## src/rtl/ram_arbiter.sv

```systemverilog
// rtl/ram_arbiter.sv - round-robin arbiter sharing one single-port ram among NUM_REQ requesters
module ram_arbiter #(
    parameter int NUM_REQ   = 4,
    parameter int ADDR_BITS = 8,
    parameter int WORD_BITS = 8
) (
    input  logic                                in_clk,
    input  logic                                in_rst,
    input  logic [NUM_REQ-1:0]                  in_req,
    input  logic [NUM_REQ-1:0]                  in_we,
    input  logic [NUM_REQ-1:0][ADDR_BITS-1:0]   in_addr,
    input  logic [NUM_REQ-1:0][WORD_BITS-1:0]   in_data,
    output logic [NUM_REQ-1:0]                  out_ack,
    output logic [WORD_BITS-1:0]                out_data,
    output logic [NUM_REQ-1:0]                  out_grant,
    output logic                                out_busy,
    output logic                                out_ram_read_ena,
    output logic                                out_ram_write_ena,
    output logic [ADDR_BITS-1:0]                out_ram_addr,
    output logic [WORD_BITS-1:0]                out_ram_data,
    input  logic [WORD_BITS-1:0]                in_ram_data
);

    localparam int IDX_BITS = (NUM_REQ > 1) ? $clog2(NUM_REQ) : 1;

    typedef enum logic [1:0] {
        S_IDLE    = 2'd0,
        S_ACCESS  = 2'd1,
        S_RESPOND = 2'd2,
        S_ACK     = 2'd3
    } state_t;

    state_t                 state_q;
    logic [IDX_BITS-1:0]    rr_ptr_q;
    logic [IDX_BITS-1:0]    grant_idx_q;
    logic                   we_q;
    logic [NUM_REQ-1:0]     grant_q;
    logic [NUM_REQ-1:0]     ack_q;
    logic                   busy_q;
    logic                   ram_read_ena_q;
    logic                   ram_write_ena_q;
    logic [ADDR_BITS-1:0]   ram_addr_q;
    logic [WORD_BITS-1:0]   ram_data_q;
    logic [WORD_BITS-1:0]   data_q;

    logic                   found_d;
    logic [IDX_BITS-1:0]    win_idx_d;
    logic [IDX_BITS:0]      cand_d;
    logic [NUM_REQ-1:0]     win_onehot_d;
    logic [IDX_BITS-1:0]    next_ptr_d;

    // Round-robin search: first active request at or above the pointer, wrapping at NUM_REQ.
    always_comb begin
        found_d   = 1'b0;
        win_idx_d = '0;
        cand_d    = '0;
        for (int k = 0; k < NUM_REQ; k++) begin
            cand_d = {1'b0, rr_ptr_q} + (IDX_BITS+1)'(k);
            if (cand_d >= (IDX_BITS+1)'(NUM_REQ)) begin
                cand_d = cand_d - (IDX_BITS+1)'(NUM_REQ);
            end
            if (!found_d && in_req[cand_d[IDX_BITS-1:0]]) begin
                found_d   = 1'b1;
                win_idx_d = cand_d[IDX_BITS-1:0];
            end
        end
    end

    // One-hot form of the winner and the pointer value that follows the current owner.
    always_comb begin
        win_onehot_d = NUM_REQ'(1) << win_idx_d;
        if (grant_idx_q == IDX_BITS'(NUM_REQ - 1)) begin
            next_ptr_d = '0;
        end else begin
            next_ptr_d = grant_idx_q + 1'b1;
        end
    end

    // Transaction sequencer; every output is a register so the ram sees glitch-free controls.
    always_ff @(posedge in_clk or negedge in_rst) begin
        if (!in_rst) begin
            state_q         <= S_IDLE;
            rr_ptr_q        <= '0;
            grant_idx_q     <= '0;
            we_q            <= 1'b0;
            grant_q         <= '0;
            ack_q           <= '0;
            busy_q          <= 1'b0;
            ram_read_ena_q  <= 1'b0;
            ram_write_ena_q <= 1'b0;
            ram_addr_q      <= '0;
            ram_data_q      <= '0;
            data_q          <= '0;
        end else begin
            case (state_q)
                S_IDLE: begin
                    if (found_d) begin
                        state_q         <= S_ACCESS;
                        grant_idx_q     <= win_idx_d;
                        grant_q         <= win_onehot_d;
                        busy_q          <= 1'b1;
                        we_q            <= in_we[win_idx_d];
                        ram_write_ena_q <= in_we[win_idx_d];
                        ram_read_ena_q  <= ~in_we[win_idx_d];
                        ram_addr_q      <= in_addr[win_idx_d];
                        ram_data_q      <= in_we[win_idx_d] ? in_data[win_idx_d] : '0;
                    end
                end
                S_ACCESS: begin
                    // The ram has sampled the access on this edge; release its port.
                    state_q         <= S_RESPOND;
                    ram_read_ena_q  <= 1'b0;
                    ram_write_ena_q <= 1'b0;
                    ram_addr_q      <= '0;
                    ram_data_q      <= '0;
                end
                S_RESPOND: begin
                    // Ram output register now holds the read word.
                    state_q <= S_ACK;
                    data_q  <= we_q ? '0 : in_ram_data;
                    ack_q   <= grant_q;
                end
                S_ACK: begin
                    state_q  <= S_IDLE;
                    ack_q    <= '0;
                    grant_q  <= '0;
                    busy_q   <= 1'b0;
                    rr_ptr_q <= next_ptr_d;
                end
                default: begin
                    state_q <= S_IDLE;
                end
            endcase
        end
    end

    assign out_ack           = ack_q;
    assign out_data          = data_q;
    assign out_grant         = grant_q;
    assign out_busy          = busy_q;
    assign out_ram_read_ena  = ram_read_ena_q;
    assign out_ram_write_ena = ram_write_ena_q;
    assign out_ram_addr      = ram_addr_q;
    assign out_ram_data      = ram_data_q;

endmodule
```

## config.mk

```make
export PLATFORM = sky130hd
export DESIGN_NAME = ram_arbiter
export DESIGN_NICKNAME = d
export VERILOG_FILES = /design/src/rtl/ram_arbiter.sv
export SDC_FILE = /design/constraint.sdc
export NUM_CORES = 1
export LEC_CHECK = 0
export CORE_MARGIN = 1.5
export CORE_UTILIZATION = 37
export DETAILED_ROUTE_END_ITERATION = 10
export GPL_TIMING_DRIVEN = 0
export PLACE_DENSITY = 0.86
export SYNTH_ARGS = -nofsm -noshare
export SYNTH_HDL_FRONTEND = slang
export SYNTH_SLANG_ARGS = --single-unit
```

## constraint.sdc

```tcl
create_clock -name in_clk -period 1.83 [get_ports in_clk]
set_input_delay 0.549 -clock in_clk [delete_from_list [all_inputs] [get_ports in_clk]]
set_output_delay 0.549 -clock in_clk [all_outputs]
set_load 0.03 [all_outputs]
```

* After elaboration in Yosys (flattened, before gate mapping)
Cells that the tools add are included.
Storage, ports and cells: flip-flop bits (word level) 42, bits of input ports 82
Cells by class: add/sub/neg operators 8, order comparisons 9, equal/unequal tests 5, shifts and indexed selects 1, muxes and demuxes 44, bitwise logic cells 1, reduce and logical (&&, ||, !) cells 13
Operators with widths (number):
- 8-bit two-way mux | 6
- 8-bit binary-select mux with 2-bit select | 2
- 8-bit one-hot mux with 2 select lines | 2
- 2-bit two-way mux | 10
- 4-bit one-hot mux with 2 select lines | 2
- 2-bit by 3-bit less-than comparator with 1-bit output (second input constant) | 5
- 1-bit two-way mux | 12
- 1-bit binary-select mux with 2-bit select | 5
- 3-bit greater-or-equal comparator (second input constant) | 3
- 2-bit one-hot mux with 4 select lines | 1
- 2-bit by 1-bit subtractor with 2-bit output (second input constant) | 4
- 2-bit by 2-bit adder with 3-bit output (second input constant) | 2
- 2-bit == test (second input constant) | 3
- 1-bit one-hot mux with 2 select lines | 3
- 2-bit AND reduction | 3
- 2-bit nonzero test | 3
- 4-bit two-way mux | 1
- 1-bit by 2-bit << shifter with 4-bit output (first input constant) | 1
- 2-bit by 1-bit adder with 3-bit output (second input constant) | 1
- 2-bit by 3-bit greater-or-equal comparator with 1-bit output (second input constant) | 1
- 1-bit logical AND | 3
- 1-bit zero test | 3
- 2-bit by 1-bit adder with 2-bit output (second input constant) | 1
- 2-bit by 1-bit == test with 1-bit output (second input constant) | 1
- other kinds (3) | 3

* Longest topological paths before layout
word-level depth 19, gate-level depth with buffers 9, mapped depth without buffers 7

* Least setup slack after synthesis
Ideal clock, no wire load.
kind input -> register, from in in_req[2], to reg we_q, setup time 0.125 ns, arrival 1.688 ns, path slack 0.018 ns, stages on the path 6, buffers on the path 0, cells stage by stage mux2i_1 -> o22ai_2 -> nor2_8 -> mux2i_2 -> mux2i_1 -> mux2_2
Between the ends: word-level cells in the longest chain between the ends 14, elaborated cells on any way between the ends 25, classes of those cells mux (18); reduce/logical (7)
RTL lines:
- start: declaration | RTL line 9 | input logic [NUM_REQ-1:0] in_req,
- 1-bit binary-select mux with 2-bit select | RTL line 62 | if (!found_d && in_req[cand_d[IDX_BITS-1:0]]) begin
- 1-bit two-way mux (implied by the code) | RTL line 62
- 1-bit two-way mux | RTL line 62
- 1-bit zero test | RTL line 62
- 1-bit logical AND | RTL line 62
- 1-bit two-way mux | RTL line 62
- 1-bit zero test | RTL line 62
- 1-bit logical AND | RTL line 62
- 1-bit two-way mux | RTL line 62
- 1-bit zero test | RTL line 62
- 1-bit logical AND | RTL line 62
- 2-bit two-way mux | RTL line 62
- 1-bit binary-select mux with 2-bit select | RTL line 102 | we_q <= in_we[win_idx_d];
- 1-bit two-way mux (implied by the code) | RTL line 102
- end signal: assignment | RTL line 102
- end: declaration | RTL line 36 | logic we_q;
Several ways; a longest one is shown, not always the timed one. The select of a mux whose other input is x is not followed. A chain may end at the register's enable or synchronous reset.

* Worst setup path in the final report
from reg rr_ptr_q[1], to reg we_q
Between the ends: word-level cells in the longest chain between the ends 16, elaborated cells on any way between the ends 40, classes of those cells add/sub (7); order compare (4); mux (22); reduce/logical (7)
RTL lines:
- start: declaration | RTL line 34 | logic [IDX_BITS-1:0] rr_ptr_q;
- start signal: assignment | RTL line 128 | rr_ptr_q <= next_ptr_d;
- parallel branches: the longest is 16 deep, another holds 2-bit by 1-bit adder with 3-bit output
Several ways; the timed one is not identified. The select of a mux whose other input is x is not followed.

==> impl_results.md <==
- Most common cell in the netlist: nand2_1
- Met1 Resource Use GR: 0.259
- Antenna violations before repair: 0
- Syn-to-layout area delta: 61.1%
- CP dominant cell by count: mux2i_4
- Min Tclk post-route: 1950 ps
- Slew HR: 0.696
- Number of max-cap violations: 0
- Worst path slowest cell: mux2i_4
- Switching pwr: 2.50 mW
- Fmax: 514 MHz
- Clock Tree Buf Depth: 2
- CTS Root Buffer Type: clkbuf_8
- Iteration-0 DRC Markers: 119
- PnR worst setup slack: -116 ps
- Mapped cell area: 2430 um2
- Int Power: 3.11 mW
- TritonCTS clock tree: built
- Die ar.: 7070 um2
- # rows: 29
- Main synth FF type: dfrtp_1
- Worst Setup Start Kind: flop
- Syn Area/Cell: 8.94 um2
- Filler Cell Count: 563
- CTS H-tree depth: 2
- Power share of the clock group: 0.131
- Largest cells by area after synthesis: dfrtp_1 (43%), nand2_1 (12%), a32o_1 (6.6%)
- Die width: 84.1 um
- Post-synth EDFFs: 0
- # setup viols final: 11
- CTS Buf Count: 5
- Total Wirelength: 7180 um
- Layout cells sized above 1: 0.124
- Yosys synthesis warning count: 0
- Post-route insts no fill: 479
- Cells after DPL: 466
- PD cells: 1430 nW/um2
- Vias/cell: 5.10
- Area leader, netlist: dfrtp_1
- Crit Path Category: reg -> reg
- Ys async rst share: 1.00
- Worst slew pin tran: 456 ps
- Delay of the slowest cell on the worst path: 380 ps
- # IOs: 117
- Number of antenna diodes: 0
- Commonest cells post-synth: nand2_1 (78), dfrtp_1 (42), nand3b_1 (21)
- Layer with the highest usage: met2
- Met3 Resource Use GR: 0.0504
- Wire length of the first global-routing pass: 11700 um
- Die Span Y: 84.1 um
- Final hold violations: 0
- Final Max Tran Viols: 0
- RSZ-0062 raised after global routing: true
- Drt drc: 0
- Crit. End Element: flop
- Clk sinks: 42
- Vias in the first global route: 2451
- WP data arrival: 2130 ps
- Largest net degree at the start of global routing: 41
- Leak pwr: 1.80 nW
- DR WL/cell: 15.0 um
- Status: complete, but fails checks
- Input/output buffers: 116
- First drt pass iteration count: 4
- Multi-input logic area: 1350 um2
- Critical-path cell list: buf_6 -> mux2i_4 -> o22ai_4 -> nor2_8 -> mux2i_4 -> mux2i_2 -> mux2_2
- Starting Density: 0.383
- Pre-CTS setup slack: -786 ps
- Reg-to-Reg End: we_q$_DFFE_PN0P_
- Yosys top cell area share: 0.432
- Final period utilization: 1.06
- Nets: 489
- Worst hold margin: 41.3 ps
- Skew final: 8.24 ps
- Crit Reg-Reg Startpoint: rr_ptr_q[1]$_DFFE_PN0P_
- Routing usage on met2: 0.353
- Post-Synthesis Cells: 272
- Synth cell types: 34
- Worst Reg-to-Reg Cells: 7
- Via count: 2441
- Hold Path Class: in -> async
- Maximum fanout along the worst path: 7
- Seq/Total Area, Yosys: 0.432
- Share of power burned in registers: 0.265
- GRT overflow: 0
- Comb pwr share: 0.604
- R2R Setup Slk: -120 ps
- Max rail drop VDD: 0.000717 V
- Worst-path clk slew: 90 ps
- Worst-Skew Late Latency: 290 ps
- Syn nets: 360
- Core Box Area: 6350 um2
- Worst Path Required: 2010 ps
- Failing checks: negative setup slack
- CP bufs+invs: 1
- Synth Register Bits: 42
- Total track usage: 0.205
- Routed Antenna Nets: 0
- Routability congestion estimate: 0.786
- Sequential Area: 1050 um2
- Sw frac: 0.445
- DP HPWL: 5320 um
- Largest delay share family, worst path: multiplexers
- CTS Hold Bufs: 0
## how the worst max path moves through the flow
stage / from / endpoint / slack [ps] / cells after the start
after global placement: in_rst / out_ram_data[5]$_DFFE_PN0P_ / -900 / 1
after global routing: rr_ptr_q[1]$_DFFE_PN0P_ / we_q$_DFFE_PN0P_ / -200 / 7
final: rr_ptr_q[1]$_DFFE_PN0P_ / we_q$_DFFE_PN0P_ / -120 / 7
after CTS: rr_ptr_q[1]$_DFFE_PN0P_ / we_q$_DFFE_PN0P_ / -100 / 7
after detailed placement: in_req[1] / out_ram_read_ena$_DFFE_PN0P_ / -790 / 8
after floorplan: in_req[2] / we_q$_DFFE_PN0P_ / 20 / 6
## metal layers
layer	up-vias	part of all wire
li1	1202	-
met1	1131	0.42
met2	100	0.51
met3	8	0.068
met4	0	0.011
met5	-	0
## power groups by stage
| stage | Sequential, mW | Combinational (mW) | Clock, mW |
|---|---|---|---|
| 2_1_floorplan | 1.99 | 1.62 | 0 |
| 3_3_place_gp | 1.50 | 3.20 | 0 |
| 3_5_place_dp | 1.52 | 3.27 | 0 |
| 4_1_cts | 1.49 | 3.31 | 0.754 |
| 5_1_grt | 1.54 | 3.67 | 0.784 |
| 6_report | 1.49 | 3.38 | 0.735 |
## layout make-up
| type | instances | area share |
|---|---|---|
| buffer | 16 | 0.0259 |
| clock buffer | 6 | 0.0185 |
| clock inverter | 2 | 0.00958 |
| inverter | 11 | 0.0105 |
| multi-input combinational | 202 | 0.344 |
| sequential | 42 | 0.268 |
| tap | 77 | 0.0246 |
| timing repair buffer | 123 | 0.299 |
## sequential cells by signal, summed over array words and instances (netlist names)
signal,cells
grant_idx_q,2
out_ram_write_ena,1
rr_ptr_q,2
we_q,1
state_q,2
out_ram_addr,8
out_busy,1
out_data,8
out_grant,4
out_ram_data,8
out_ram_read_ena,1
out_ack,4
## layout by cell type (no fill, tap or decap), drive strengths merged, types with 5 or more instances in the layout
| cell type | synthesis | final |
|---|---|---|
| a32o | 16 | 16 |
| nand3 | 16 | 16 |
| mux2i | 8 | 8 |
| nor2b | 6 | 6 |
| a21oi | 5 | 5 |
| clkdlybuf4s50 | 0 | 76 |
| nand2 | 78 | 78 |
| dlygate4sd2 | 0 | 35 |
| nor2 | 8 | 8 |
| dfrtp | 42 | 42 |
| o21ai | 14 | 14 |
| nand3b | 21 | 21 |
| buf | 13 | 22 |
| inv | 11 | 11 |
| ha | 6 | 6 |
| clkbuf | 5 | 10 |
## stage by stage
stage | TNS [ps] | total power [mW] | instance area [um2] | utilization
after CTS | -321 | 5.55 | 3880 | 0.611
after global routing | -3000 | 6.00 | 3920 | 0.617
after global placement | -54560 | 4.71 | 3690 | 0.581
after floorplan | 0 | 3.61 | 2430 | -
final | -874 | 5.61 | 3920 | 0.617
after detailed placement | -17800 | 4.79 | 3700 | 0.583
## timing repair
| item | CTS | global route |
|---|---|---|
| setup endpoints to repair | 61 | 29 |
| pin swaps | 4 | 1 |
| resized for setup | 60 | 15 |
| gates cloned | 1 | 0 |
| buffers inserted | 4 | 2 |
## logic make-up (layout without fill, tap and decap cells)
group / Yosys count / in the layout / synth area share
and+or+nand+nor: 135 / 135 / 0.273
AOI/OAI and AO/OA: 49 / 50 / 0.160
adders and majority gates: 6 / 6 / 0.0309
buffers and inverters: 29 / 158 / 0.0540
muxes: 11 / 11 / 0.0499
DFF: 42 / 42 / 0.432
Power figures use the tool's default switching activity.
